--- src/rtl/mod_gmsk.sv ---
// Baseband GMSK modulator: serial bits -> upsampled NRZ -> moving-average shaping ->
// phase accumulator -> quarter-wave sine ROM -> registered I/Q at the sample rate.
module mod_gmsk #(
    parameter int SYS_CLK_FREQ    = 6_400_000,
    parameter int SAMPLE_RATE     = 800,
    parameter int SAMPLES_PER_BIT = 8,
    parameter int MA_LEN          = 4,
    parameter int AMPLITUDE       = 16000
) (
    input  logic               clk,
    input  logic               resetn,
    input  logic               start,
    input  logic               bit_in,
    input  logic               bit_valid,
    output logic               bit_ready,
    output logic signed [15:0] I,
    output logic signed [15:0] Q,
    output logic               iq_valid,
    output logic [9:0]         phase,
    output logic signed [6:0]  freq,
    output logic               underrun,
    output logic               busy
);
    localparam int SAMPLE_DIV = SYS_CLK_FREQ / SAMPLE_RATE;
    localparam int CNT_W      = $clog2(SAMPLE_DIV);
    localparam int SLOT_W     = $clog2(SAMPLES_PER_BIT);
    localparam int MA_SH      = $clog2(MA_LEN);
    localparam int SUM_W      = 7 + MA_SH;
    localparam logic signed [6:0] DEV = 7'sd32;

    // state | meaning
    // IDLE  | no transmission, delay line zero, phase held
    // RUN   | shaping the current bit, loading the next one at slot 0
    // DRAIN | pushing zeros until the delay line is flushed
    typedef enum logic [1:0] {S_IDLE, S_RUN, S_DRAIN} state_t;

    state_t                   state_q, state_d;
    logic [CNT_W-1:0]         cnt_q;
    logic [SLOT_W-1:0]        slot_q, slot_d;
    logic [2:0]               drain_q, drain_d;
    logic                     cur_act_q, cur_act_d, cur_bit_q, cur_bit_d;
    logic                     next_full_q, next_bit_q, rdy_en_q;
    logic signed [6:0]        line_q [MA_LEN];
    logic signed [6:0]        line_d [MA_LEN];
    logic signed [6:0]        raw, freq_q, freq_d;
    logic signed [SUM_W-1:0]  sum;
    logic [9:0]               phase_q, phase_d;
    logic                     tick_q, iq_valid_q, underrun_q;
    logic signed [15:0]       i_q, q_q;
    logic                     sample_en, bnd, load, urun, accept;

    function automatic int qtab(input logic [4:0] a);
        int v;
        case (a)
            5'd0:  v = 0;      5'd1:  v = 1568;   5'd2:  v = 3121;   5'd3:  v = 4645;
            5'd4:  v = 6123;   5'd5:  v = 7542;   5'd6:  v = 8889;   5'd7:  v = 10150;
            5'd8:  v = 11314;  5'd9:  v = 12368;  5'd10: v = 13304;  5'd11: v = 14111;
            5'd12: v = 14782;  5'd13: v = 15311;  5'd14: v = 15693;  5'd15: v = 15923;
            5'd16: v = 16000;
            default: v = 0;
        endcase
        return v;
    endfunction

    // Table is normalised to 16000; other amplitudes are rescaled with rounding.
    function automatic logic signed [15:0] rom_sin(input logic [5:0] k);
        logic [4:0] a;
        int         mag;
        a   = k[4] ? 5'd16 - {1'b0, k[3:0]} : {1'b0, k[3:0]};
        mag = (qtab(a) * AMPLITUDE + 8000) / 16000;
        return k[5] ? 16'(-mag) : 16'(mag);
    endfunction

    assign sample_en = (cnt_q == CNT_W'(SAMPLE_DIV - 1));
    assign bit_ready = start & ~next_full_q & rdy_en_q;
    assign accept    = bit_valid & bit_ready;

    always_comb begin
        state_d   = state_q;
        slot_d    = slot_q;
        drain_d   = drain_q;
        cur_act_d = cur_act_q;
        cur_bit_d = cur_bit_q;
        bnd       = 1'b0;
        if (sample_en) begin
            unique case (state_q)
                S_IDLE: begin
                    if (start) begin
                        state_d = S_RUN;
                        slot_d  = '0;
                        bnd     = 1'b1;
                    end
                end
                S_RUN: begin
                    slot_d = slot_q + 1'b1;
                    if (slot_d == '0) begin
                        if (!start) begin
                            state_d   = S_DRAIN;
                            drain_d   = 3'(MA_LEN - 2);
                            cur_act_d = 1'b0;
                        end else begin
                            bnd = 1'b1;
                        end
                    end
                end
                S_DRAIN: begin
                    if (drain_q == '0) state_d = S_IDLE;
                    else               drain_d = drain_q - 1'b1;
                end
                default: state_d = S_IDLE;
            endcase
        end
        load = bnd & next_full_q;
        urun = bnd & ~next_full_q;
        if (bnd) begin
            cur_act_d = next_full_q;
            cur_bit_d = next_bit_q;
        end
        raw = '0;
        if (state_d == S_RUN && cur_act_d) raw = cur_bit_d ? DEV : -DEV;
    end

    // Raw steps are multiples of 32, so the shift-divide is exact for MA_LEN <= 8.
    always_comb begin
        line_d[0] = raw;
        for (int k = 1; k < MA_LEN; k++) line_d[k] = line_q[k-1];
        sum = '0;
        for (int k = 0; k < MA_LEN; k++) sum = sum + SUM_W'(line_d[k]);
        freq_d  = 7'(sum >>> MA_SH);
        phase_d = phase_q + {{3{freq_d[6]}}, freq_d};
    end

    always_ff @(posedge clk or negedge resetn) begin
        if (!resetn) begin
            cnt_q       <= '0;
            state_q     <= S_IDLE;
            slot_q      <= '0;
            drain_q     <= '0;
            cur_act_q   <= 1'b0;
            cur_bit_q   <= 1'b0;
            next_full_q <= 1'b0;
            next_bit_q  <= 1'b0;
            rdy_en_q    <= 1'b0;
            for (int k = 0; k < MA_LEN; k++) line_q[k] <= '0;
            freq_q      <= '0;
            phase_q     <= '0;
            tick_q      <= 1'b0;
            iq_valid_q  <= 1'b0;
            underrun_q  <= 1'b0;
            i_q         <= 16'(AMPLITUDE);
            q_q         <= '0;
        end else begin
            rdy_en_q   <= 1'b1;
            cnt_q      <= sample_en ? '0 : cnt_q + 1'b1;
            state_q    <= state_d;
            slot_q     <= slot_d;
            drain_q    <= drain_d;
            cur_act_q  <= cur_act_d;
            cur_bit_q  <= cur_bit_d;
            underrun_q <= urun;
            tick_q     <= sample_en;
            iq_valid_q <= tick_q;
            if (tick_q) begin
                i_q <= rom_sin(phase_q[9:4] + 6'd16);
                q_q <= rom_sin(phase_q[9:4]);
            end
            if (sample_en) begin
                for (int k = 0; k < MA_LEN; k++) line_q[k] <= line_d[k];
                freq_q  <= freq_d;
                phase_q <= phase_d;
            end
            if (load) next_full_q <= 1'b0;
            if (accept) begin
                next_full_q <= 1'b1;
                next_bit_q  <= bit_in;
            end
        end
    end

    assign I        = i_q;
    assign Q        = q_q;
    assign iq_valid = iq_valid_q;
    assign phase    = phase_q;
    assign freq     = freq_q;
    assign underrun = underrun_q;
    assign busy     = (state_q != S_IDLE);
endmodule

--- config.mk ---
export PLATFORM = sky130hd
export DESIGN_NAME = mod_gmsk
export DESIGN_NICKNAME = d
export VERILOG_FILES = /design/src/rtl/mod_gmsk.sv
export SDC_FILE = /design/constraint.sdc
export NUM_CORES = 1
export LEC_CHECK = 0
export ABC_AREA = 1
export CAP_MARGIN = 30
export CORE_MARGIN = 2
export CORE_UTILIZATION = 58
export DETAILED_ROUTE_END_ITERATION = 7
export DONT_BUFFER_PORTS = 1
export PLACE_DENSITY = 0.77
export SLEW_MARGIN = 20
export SYNTH_ARGS = -nofsm -noshare
export SYNTH_HDL_FRONTEND = slang
export SYNTH_SLANG_ARGS = --single-unit
export TNS_END_PERCENT = 50
--- constraint.sdc ---
create_clock -name clk -period 22.3 [get_ports clk]
set_input_delay 6.69 -clock clk [delete_from_list [all_inputs] [get_ports clk]]
set_output_delay 6.69 -clock clk [all_outputs]
set_load 0.1 [all_outputs]
Yosys cells after proc, flatten, opt, wreduce, memory -nomap -nowiden
Memories as Yosys holds them, arrays and structs flattened.
Cells that the tools add are included.
W data, S select, Z words.

storage, ports and cells
  register bits = 99
  ROM bits = 896
  memories = 2

memories
  name              words  bits a word  read ports  clocked after Yosys merged registers in  write ports  RTL line  source
  (name not given)  32     14           1           0                                        0            54        case (a)
  (name not given)  32     14           1           0                                        0            54

cells by class
  add/subtract/negate cells = 14
  multipliers = 2
  div/mod/pow operators = 2
  equal/unequal tests = 8
  muxes and demuxes = 33
  bitwise operators = 6
  reductions and logical operators = 10

operator list
  cell                      number
  $add A32 B14 Y32 const B  2
  $div A32 B15 Y32 const B  2
  $mul A32 B8 Y25 const B   2
  $mux W32                  2
  $mux W16                  2
  $neg A16 Y16              2
  $mux W7                   2
  $add A13 B1 Y13 const B   1
  $eq A13 B13 Y1 const B    1
  $mux W13                  1
  $mux W3                   4
  $pmux W3 S2               2
  $mux W1                   11
  $add A10 B10 Y10          1
  $mux W2                   5
  $mux W5                   2
  $sub A5 B4 Y5 const A     2
  $add A8 B7 Y9             1
  $add A9 B7 Y9             1
  $add A7 B7 Y8             1
  $ne A2 B2 Y1 const B      4
  $reduce_bool A2 Y1        4
  $add A6 B5 Y6 const B     1
  $logic_not A3 Y1          2
  other kinds (12)          17

Logic depth before layout (Yosys ltp)
Gate-level depths: netlist of run 1.

  word-level depth = 12
  gate-level depth with buffers = 142
  mapped depth without buffers = 141

Worst setup path after synthesis of run 1
Ideal clock, no wire load.

  kind = flip-flop to flip-flop
  from = reg phase_q[4] (netlist: phase[4])
  to = reg i_q[14] (netlist: I[14])
  arrival = 16.183 ns
  required time = 22.169 ns
  path slack = 5.986 ns
  stages on the path, launching flop included = 117
  period minus slack after synthesis = 16.314 ns
  cells stage by stage = dfrtp_1 -> bufinv_8 -> ha_1 -> o21ai_2 -> inv_4 -> ha_1 -> nor3_1 -> a2111oi_0 -> ha_1 -> inv_1 -> fa_1 -> inv_1 -> fa_1 -> inv_1 -> fa_1 -> inv_1 -> ha_1 -> nand2_1 -> [81 not listed] -> inv_2 -> nand4_4 -> nand2_4 -> nand3_1 -> nand2_1 -> nor2_2 -> nand3_1 -> nand2_2 -> inv_4 -> ha_1 -> inv_1 -> nor4_1 -> inv_1 -> o31ai_2 -> nand2_1 -> a21oi_1 -> xor2_1 -> o21ai_1

on the way
  word-level cells in the longest chain between the ends = 10

RTL lines
  what                    RTL line  source
  start, declared         47        logic [9:0] phase_q, phase_d;
  start signal, assigned  170       phase_q <= phase_d;
  $add A6 B5 Y6 (*)       164       i_q <= rom_sin(phase_q[9:4] + 6'd16);
  $sub A5 B4 Y5           69        a = k[4] ? 5'd16 - {1'b0, k[3:0]} : {1'b0, k[3:0]};
  $mux W5                 69
  $mem_v2 Z32 W14         --
  $mux W32                163       if (tick_q) begin
  $mul A32 B8 Y25         70        mag = (qtab(a) * AMPLITUDE + 8000) / 16000;
  $add A32 B14 Y32        70
  $div A32 B15 Y32        70
  $neg A16 Y16            71        return k[5] ? 16'(-mag) : 16'(mag);
  $mux W16 (*)            71
  end signal, assigned    150       i_q <= 16'(AMPLITUDE);
  end signal, assigned    164
  end, declared           49        logic signed [15:0] i_q, q_q;

Every way passes the cells marked *; elsewhere a longest branch is shown, timed or not. The select of a mux whose other input is x is not followed.
A chain may end at the register's enable or synchronous reset.

Worst setup path in the final report of run 1
Ends and elaborated chain as after synthesis.

==> results of run 1 <==
-- registers in the layout, indices dropped and copies added, names as in the netlist, 2 cells and up --
name and cells:
I 16, Q 16, cnt_q 13, phase 7, line_d 6, freq 4, drain_q 3, slot_q 3
state_q 2
-- through the flow --
stage	power (uW)	hold slack, ns	utilization	cell area, um2	worst slack, ns
after floorplan	153	0.369	-	21400	5.99
after global placement	153	0.445	0.598	21800	4.47
after detailed placement	154	0.457	0.600	21900	4.24
after CTS	296	0.473	0.608	22200	4.24
after global routing	302	0.501	0.608	22200	2.54
final	292	0.466	0.608	22200	4.23
-- power by group through the flow --
stage / sequential [uW] / clock (uW) / combinational [uW]
6_report: 144 / 142 / 7.17
3_3_place_gp: 146 / 0 / 6.72
3_5_place_dp: 146 / 0 / 7.17
5_1_grt: 144 / 150 / 7.49
4_1_cts: 144 / 145 / 7.18
2_1_floorplan: 146 / 0 / 7.40
-- worst reg2reg max path: cells and delay by family, from the launching register on --
kind            cells  cell delay (ns)
fa+ha+maj           8             3.25
buf+inv            18             2.25
compound gates     15             3.41
xor+xnor            1             0.17
simple gates       74             8.58
flops               1             0.32
-- kinds of logic after synthesis --
logic type	Yosys count	share of synthesized area
xor+xnor	112	0.0485
simple gates	1736	0.457
buf+inv	672	0.131
compound gates	313	0.0969
other cells	2	0.000351
fa+ha+maj	242	0.174
flops	78	0.0917
mux	2	0.00105
-- cell usage in the layout, fill, tap and decap left out, drive strengths merged, types with 6 or more instances in the layout --
| cell type | netlist | layout |
|---|---|---|
| a31oi | 10 | 10 |
| a21oi | 96 | 96 |
| xnor2 | 15 | 15 |
| buf | 15 | 12 |
| and2 | 9 | 9 |
| conb | 2 | 7 |
| o31ai | 9 | 9 |
| a21boi | 8 | 8 |
| dfrtp | 72 | 72 |
| nand3b | 18 | 18 |
| o21ai | 144 | 144 |
| nand3 | 338 | 338 |
| inv | 617 | 618 |
| o21bai | 16 | 16 |
| ha | 150 | 150 |
| xor2 | 97 | 97 |
| or2 | 12 | 12 |
| o211ai | 13 | 13 |
| clkinv | 22 | 25 |
| nor2 | 266 | 266 |
| nor3 | 22 | 22 |
| clkbuf | 12 | 11 |
| nand2 | 1014 | 1014 |
| a21o | 7 | 7 |
| nand4 | 51 | 51 |
| fa | 92 | 92 |
| dfstp | 6 | 6 |
-- layer usage --
metal | vias up | part of all wire
li1 | 9893 | -
met2 | 338 | 0.48
met1 | 8978 | 0.47
met5 | - | 0
met4 | 0 | 0.012
met3 | 50 | 0.039
-- cell type report --
class | count | area, um2 | share of cell area
multi-input combinational | 2412 | 16600 | 0.751
clock buffer | 10 | 229 | 0.0103
timing repair buffer | 13 | 133 | 0.00598
clock inverter | 6 | 46.3 | 0.00209
tap | 468 | 586 | 0.0264
inverter | 644 | 2560 | 0.115
sequential | 78 | 1960 | 0.0885
-- worst max path at each step --
stage / start / end / slack [ns] / cells past startpoint
6_report: phase[4] / I[14] / 4.23 / 116
5_1_grt: phase[4] / I[14] / 2.54 / 114
4_1_cts: phase[4] / I[14] / 4.24 / 117
3_5_place_dp: phase[4] / I[14] / 4.24 / 117
3_3_place_gp: phase[5] / I[14] / 4.47 / 110
2_1_floorplan: phase[4] / I[14] / 5.99 / 116
==> results.sh, run 1 <==
export IMPL_timing_critical_path_required_ns=22.54
export IMPL_worst_ep_arrival_time_ns=18.31
export IMPL_floorplan_core_area_mm2=0.0364
export IMPL_detailed_route_iter0_violations=1029
export IMPL_grt_overflow_total=0
export IMPL_final_period_utilization=0.810
export IMPL_clock_sink_count=78
export IMPL_cts_tree="done"
export IMPL_fin_cells=3631
export IMPL_htreeDepth=3
export IMPL_p_leak_uw=0.0123
export IMPL_most_used_cell_along_the_critical_path="nand2_1"
export IMPL_drv_cap=0
export IMPL_clockPowerShare=0.484
export IMPL_synth_edf_count=0
export IMPL_ys_seq_area_frac=0.0917
export IMPL_design_portCount=58
export IMPL_setup_viol_count_final=0
export IMPL_grt_setup_unrepaired="no"
export IMPL_initial_core_utilization=0.587
export IMPL_cell_internal_pwr_uw=220
export IMPL_dieArea_mm2=0.0384
export IMPL_start_kind="flop"
export IMPL_synthMostInstantiatedCell="nand2_1"
export IMPL_grt_first_pass_wirelength_mm=82.1
export IMPL_cts_reportedPaths_clkPinSlew_ns=0.07
export IMPL_critical_path_slowest_cell="fa_1"
export IMPL_critPathCaptureType="flop"
export IMPL_die_width_um=196
export IMPL_timing_final_hold_violations=0
export IMPL_synth_ff_type="dfrtp_1"
export IMPL_antenna_found_initial=1
export IMPL_synth_warnings=0
export IMPL_holdPathStages=1
export IMPL_setup_tns_ns=0
export IMPL_timing_clock_skew_ns=0.0150
export IMPL_post_detailed_routing_wire_length_mm=46.6
export IMPL_synthesis_instances=3157
export IMPL_post_route_min_period_ns=18.07
export IMPL_grt_most_used_layer="met2"
export IMPL_dr_pass1_iters=5
export IMPL_drv_slew=0
export IMPL_post_synthesis_sequential_element_count=78
export IMPL_area_growth_syn_to_layout_pct=3.70
export IMPL_hpwl_mm=39.6
export IMPL_power_switching_share=0.248
export IMPL_cp_buffers_inverters=18
export IMPL_top_cell_type_s_share_of_synthesized_area=0.123
export IMPL_vias_per_cell=5.30
export IMPL_antenna_cells=0
export IMPL_timing_hold_worst_endpoint="cnt_q[0]"
export IMPL_global_routing_met3_resource_utilization=0.0297
export IMPL_cp_slowest_stage_delay_ns=0.55
export IMPL_timing_worst_setup_path_type="flop to flop"
export IMPL_register_to_register_setup_slack_ns=4.23
export IMPL_post_synth_num_cell_types=83
export IMPL_cts_max_path_buffers=2
export IMPL_worst_r2r_path_cells=116
export IMPL_vdd_ir_drop_max_mv=0.0502
export IMPL_yosys_top_cells_area="nand2_1 12%, inv_1 9.0%, ha_1 8.8%"
export IMPL_maximum_number_of_pins_on_one_net_before_global_route_repair=79
export IMPL_crit_family="simple AND/OR/NAND/NOR gates"
export IMPL_cts_repair_resize_count=0
export IMPL_track_usage=0.248
export IMPL_ys_top_cells_by_count="700 x nand2_1, 514 x inv_1, 248 x nand3_1, 211 x nand2_2, 169 x nor2_1"
export IMPL_power_frac_seq=0.492
export IMPL_max_slew_margin=0.336
export IMPL_status="finished, final reports clean"
export IMPL_combinationalPowerShare=0.025
export IMPL_floorplan_die_height_um=196
export IMPL_routabilityCongestion=0.940
export IMPL_met1_usage=0.331
export IMPL_worst_slew_pin_slew_ns=0.997
export IMPL_placed_cells=3614
export IMPL_achievable_freq_ghz=0.0553
export IMPL_buffer_ports_inserted=0
export IMPL_wire_per_inst_um=12.8
export IMPL_clock_insertion_delay_worst_skew_ns=0.37
export IMPL_critical_path_reg2reg_startpoint="phase[4]"
export IMPL_std_cell_rows=70
export IMPL_hold_path_startpoint="cnt_q[0]"
export IMPL_drive_gt1_frac=0.237
export IMPL_cts_root_buf="clkbuf_16"
export IMPL_power_net_switching_uw=72.4
export IMPL_crit_reg2reg_capture="I[14]"
export IMPL_number_of_buffers_inserted_by_post_cts_setup_repair=0
export IMPL_tritoncts_num_buffers=9
export IMPL_synth_cell_area_mm2=0.0214
export IMPL_n_fill_cell=3351
export IMPL_number_of_global_route_vias_before_repair=18400
export IMPL_dr_total_vias=19300
export IMPL_synth_async_sr_flop_share=1.00
export IMPL_power_per_cell_area_mw_per_mm2=13.2
export IMPL_hold_buffers=0
export IMPL_critPathMaxFanout=15
export IMPL_hp_class="flop to flop"
export IMPL_drc=0
export IMPL_drt_antenna_violating_nets=0
export IMPL_synth_area_per_cell_um2=6.77
export IMPL_synth_top_area_cell="nand2_1"
export IMPL_layout_nets=3405
export IMPL_grtUsageMet2=0.437
(Power assumes the default switching activity.)
==> inputs of run 2 (changes only) <==
- clock period: 22.3 -> 18.8 ns (I/O delays scaled with it)
==> results.sh, run 2 (synthesis results as in run 1) <==
export IMPL_status="finished, final reports clean"
export IMPL_worst_r2r_path_cells=123
export IMPL_critPathCaptureType="flop"
export IMPL_drive_gt1_frac=0.247
export IMPL_wire_per_inst_um=13.1
export IMPL_cts_max_path_buffers=2
export IMPL_buffer_ports_inserted=0
export IMPL_worst_slew_pin_slew_ns=0.983
export IMPL_post_route_min_period_ns=17.30
export IMPL_critPathMaxFanout=15
export IMPL_timing_clock_skew_ns=0.0106
export IMPL_most_common_layout_cells="700 x nand2_1, 514 x inv_1, 248 x nand3_1"
export IMPL_dr_pass1_iters=8
export IMPL_design_portCount=58
export IMPL_vias_per_cell=5.31
export IMPL_cp_buffers_inverters=19
export IMPL_hold_buffers=0
export IMPL_hpwl_mm=40.2
export IMPL_start_kind="flop"
export IMPL_power_per_cell_area_mw_per_mm2=15.6
export IMPL_antenna_found_initial=1
export IMPL_critical_path_slowest_cell="fa_1"
export IMPL_number_of_global_route_vias_before_repair=18600
export IMPL_detailed_route_iter0_violations=1054
export IMPL_achievable_freq_ghz=0.0578
export IMPL_vdd_ir_drop_max_mv=0.0431
export IMPL_max_slew_margin=0.345
export IMPL_drv_cap=0
export IMPL_cts_reportedPaths_clkPinSlew_ns=0.07
export IMPL_clock_sink_count=78
export IMPL_dr_total_vias=19300
export IMPL_power_total_uw=348
export IMPL_drv_slew=0
export IMPL_die_width_um=196
export IMPL_drc=0
export IMPL_mostFrequentLayoutCell="nand2_1"
export IMPL_timing_final_hold_violations=0
export IMPL_crit_family="simple AND/OR/NAND/NOR gates"
export IMPL_layout_nets=3416
export IMPL_area_growth_syn_to_layout_pct=4.83
export IMPL_p_leak_uw=0.0124
export IMPL_holdPathStages=1
export IMPL_std_cell_rows=70
export IMPL_setup_viol_count_final=0
export IMPL_clock_insertion_delay_worst_skew_ns=0.37
export IMPL_critical_path_cell_count=123
export IMPL_routabilityCongestion=0.950
export IMPL_cts_root_buf="clkbuf_16"
export IMPL_timing_critical_path_required_ns=19.04
export IMPL_post_detailed_routing_wire_length_mm=47.6
export IMPL_fin_cells=3642
export IMPL_cts_tree="done"
export IMPL_floorplan_core_area_mm2=0.0364
export IMPL_drt_antenna_violating_nets=0
export IMPL_grt_first_pass_wirelength_mm=83.7
export IMPL_grt_overflow_total=0
export IMPL_initial_core_utilization=0.587
export IMPL_track_usage=0.253
export IMPL_antenna_cells=0
export IMPL_htreeDepth=3
export IMPL_cp_slowest_stage_delay_ns=0.54
export IMPL_timing_worst_setup_path_type="flop to flop"
export IMPL_tritoncts_num_buffers=9
export IMPL_floorplan_die_height_um=196
export IMPL_maximum_number_of_pins_on_one_net_before_global_route_repair=79
export IMPL_dieArea_mm2=0.0384
export IMPL_hp_class="flop to flop"
export IMPL_final_period_utilization=0.920
export IMPL_setup_tns_ns=0
export IMPL_worst_ep_arrival_time_ns=17.54
export IMPL_placed_cells=3612
[run 2: changes by cell type in the layout (fill, tap and decap cells not counted), moves of 2 or more]
cell | previous run | this run
a21oi_1 | 82 | 72
a21oi_2 | 11 | 21
a31oi_1 | 10 | 8
buf_4 | 6 | 19
nand2_2 | 211 | 209
nor2_1 | 168 | 165
nor2_2 | 57 | 59
nor3_1 | 18 | 16
o21ai_4 | 4 | 6
xor2_1 | 93 | 91
[run 2: power breakdown]
group          switching (uW)  internal, uW
Clock                    79.2          90.1
Combinational            7.14          1.40
Sequential               1.12           169
Total                    87.4           261
[run 2: final timing paths]
path | start | end | slack (ns)
worst max register to register | phase[4] | I[14] | 1.50
worst min register to register | cnt_q[0] | cnt_q[0] | 0.46
min in group asynchronous | resetn | phase[6] | 4.96
worst max-delay path | phase[4] | I[14] | 1.50
max in group asynchronous | resetn | I[13] | 13.57
worst min-delay path | cnt_q[0] | cnt_q[0] | 0.46
[run 2: final cells by class]
class / instances / area (um2)
Tap cell: 468 / 586
Clock buffer: 10 / 229
Multi-Input combinational cell: 2412 / 16800
Timing Repair Buffer: 24 / 214
Sequential cell: 78 / 1960
Clock inverter: 6 / 46.3
Inverter: 644 / 2560
Fill cell: 3309 / 14000
[run 2: metrics by stage]
stage | utilization | area (um2) | hold slack (ns) | setup slack, ns
after detailed placement | 0.600 | 21900 | 0.452 | 0.809
final | 0.615 | 22400 | 0.457 | 1.50
after CTS | 0.607 | 22100 | 0.460 | 0.759
after floorplan | - | 21400 | 0.369 | 2.49
after global routing | 0.615 | 22400 | 0.487 | -0.0380
after global placement | 0.598 | 21800 | 0.447 | 1.13
[run 2: what timing repair did]
item	in CTS	in global routing
endpoints found under the setup margin	0	12
setup buffers	0	13
gates resized for setup	0	34
[run 2: per-layer routing]
metal,global-route usage,share of wire,routed length [um]
met1,0.335,0.47,22300
met2,0.449,0.48,23100
met3,0.0275,0.038,1820
met4,0.0463,0.0096,455
met5,0,0,0
==> inputs of run 3 (changes only) <==
- GPL_ROUTABILITY_DRIVEN: unset -> 0
==> results.sh, run 3 (synthesis results as in run 1) <==
export IMPL_dr_total_vias=19300
export IMPL_status="finished, final reports clean"
export IMPL_std_cell_rows=70
export IMPL_detailed_route_iter0_violations=1053
export IMPL_critical_path_reg2reg_startpoint="phase[4]"
export IMPL_floorplan_core_area_mm2=0.0364
export IMPL_htreeDepth=3
export IMPL_track_usage=0.248
export IMPL_grt_overflow_total=0
export IMPL_drv_cap=0
export IMPL_antenna_found_initial=2
export IMPL_timing_final_hold_violations=0
export IMPL_maximum_number_of_pins_on_one_net_before_global_route_repair=79
export IMPL_vias_per_cell=5.31
export IMPL_timing_critical_path_required_ns=19.04
export IMPL_power_per_cell_area_mw_per_mm2=16.2
export IMPL_cts_root_buf="clkbuf_16"
export IMPL_drt_antenna_violating_nets=0
export IMPL_most_common_layout_cells="700 x nand2_1, 514 x inv_1, 248 x nand3_1"
export IMPL_wire_per_inst_um=12.9
export IMPL_crit_family="simple AND/OR/NAND/NOR gates"
export IMPL_p_leak_uw=0.0124
export IMPL_achievable_freq_ghz=0.0577
export IMPL_hpwl_mm=39.3
export IMPL_critical_path_slowest_cell="fa_1"
export IMPL_worst_ep_arrival_time_ns=17.56
export IMPL_most_used_cell_along_the_critical_path="nand2_1"
export IMPL_cts_tree="done"
export IMPL_dieArea_mm2=0.0384
export IMPL_register_to_register_setup_slack_ns=1.47
export IMPL_clock_insertion_delay_worst_skew_ns=0.37
export IMPL_hp_class="flop to flop"
export IMPL_worst_slew_pin_slew_ns=0.997
export IMPL_placed_cells=3614
export IMPL_critical_path_cell_count=119
export IMPL_mostFrequentLayoutCell="nand2_1"
export IMPL_cts_max_path_buffers=2
export IMPL_initial_core_utilization=0.587
export IMPL_cp_slowest_stage_delay_ns=0.53
export IMPL_layout_nets=3414
export IMPL_power_total_uw=362
export IMPL_die_width_um=196
export IMPL_final_period_utilization=0.922
export IMPL_critPathCaptureType="flop"
export IMPL_critPathMaxFanout=15
export IMPL_drv_slew=0
export IMPL_worst_r2r_path_cells=119
export IMPL_post_detailed_routing_wire_length_mm=46.8
export IMPL_clock_sink_count=78
export IMPL_post_route_min_period_ns=17.33
export IMPL_design_portCount=58
export IMPL_tritoncts_num_buffers=9
export IMPL_antenna_cells=0
export IMPL_drc=0
export IMPL_timing_worst_setup_path_type="flop to flop"
export IMPL_critPathLaunch="phase[4]"
export IMPL_max_slew_margin=0.336
export IMPL_timing_clock_skew_ns=0.0124
export IMPL_dr_pass1_iters=6
export IMPL_buffer_ports_inserted=0
export IMPL_grt_first_pass_wirelength_mm=82.2
export IMPL_setup_viol_count_final=0
export IMPL_number_of_global_route_vias_before_repair=18700
export IMPL_area_growth_syn_to_layout_pct=4.73
export IMPL_cts_reportedPaths_clkPinSlew_ns=0.07
export IMPL_floorplan_die_height_um=196
export IMPL_critPathCapture="I[14]"
export IMPL_vdd_ir_drop_max_mv=0.0506
export IMPL_fin_cells=3640
export IMPL_start_kind="flop"
export IMPL_drive_gt1_frac=0.245
export IMPL_setup_tns_ns=0
export IMPL_n_fill_cell=3274
export IMPL_cp_buffers_inverters=19
export IMPL_crit_reg2reg_capture="I[14]"
[run 3: power breakdown]
| part | switching [uW] | internal (uW) | total [uW] |
|---|---|---|---|
| logic | 7.06 | 1.40 | 8.46 |
| registers | 1.13 | 169 | 171 |
| clock network | 79.3 | 104 | 183 |
[run 3: metal layers]
| layer | vias to the layer above | GRT usage | wire length [um] |
|---|---|---|---|
| met2 | 400 | 0.445 | 22600 |
| li1 | 9911 | - | - |
| met3 | 65 | 0.0304 | 2000 |
| met1 | 8936 | 0.323 | 21500 |
| met4 | 0 | 0.0466 | 621 |
| met5 | - | 0 | 0 |
[run 3: cell type report]
type,count,area (um2),area share
clock inverter,6,68.8,0.00307
sequential,78,1960,0.0876
multi-input combinational,2412,16800,0.750
timing repair buffer,22,196,0.00878
clock buffer,10,229,0.0102
inverter,644,2560,0.114
tap,468,586,0.0262
[run 3: worst min-delay path by stage]
stage                     depth (start not counted)        end  slack, ns       from
after CTS                                         1   cnt_q[0]       0.46   cnt_q[0]
after global routing                              2  cur_bit_q       0.50  cur_bit_q
after floorplan                                   0   iq_valid       0.37     tick_q
after detailed placement                          1   cnt_q[0]       0.45   cnt_q[0]
after global placement                            1   cnt_q[0]       0.45   cnt_q[0]
final                                             1   cnt_q[0]       0.46   cnt_q[0]
[run 3: timing repair]
action	4_1_cts	5_1_grt
endpoints found under the setup margin	0	10
endpoints found under the hold margin	0	0
resized for setup	0	30
hold buffers	0	0
buffers inserted	0	10
[run 3: metrics by stage]
step | hold WS (ns) | utilization | instance area [um2] | setup WS (ns)
CTS | 0.463 | 0.608 | 22200 | 0.881
detailed placement | 0.455 | 0.600 | 21900 | 0.904
global route | 0.498 | 0.614 | 22400 | -0.0411
global placement | 0.449 | 0.598 | 21800 | 1.32
floorplan | 0.369 | - | 21400 | 2.49
finish | 0.463 | 0.614 | 22400 | 1.47
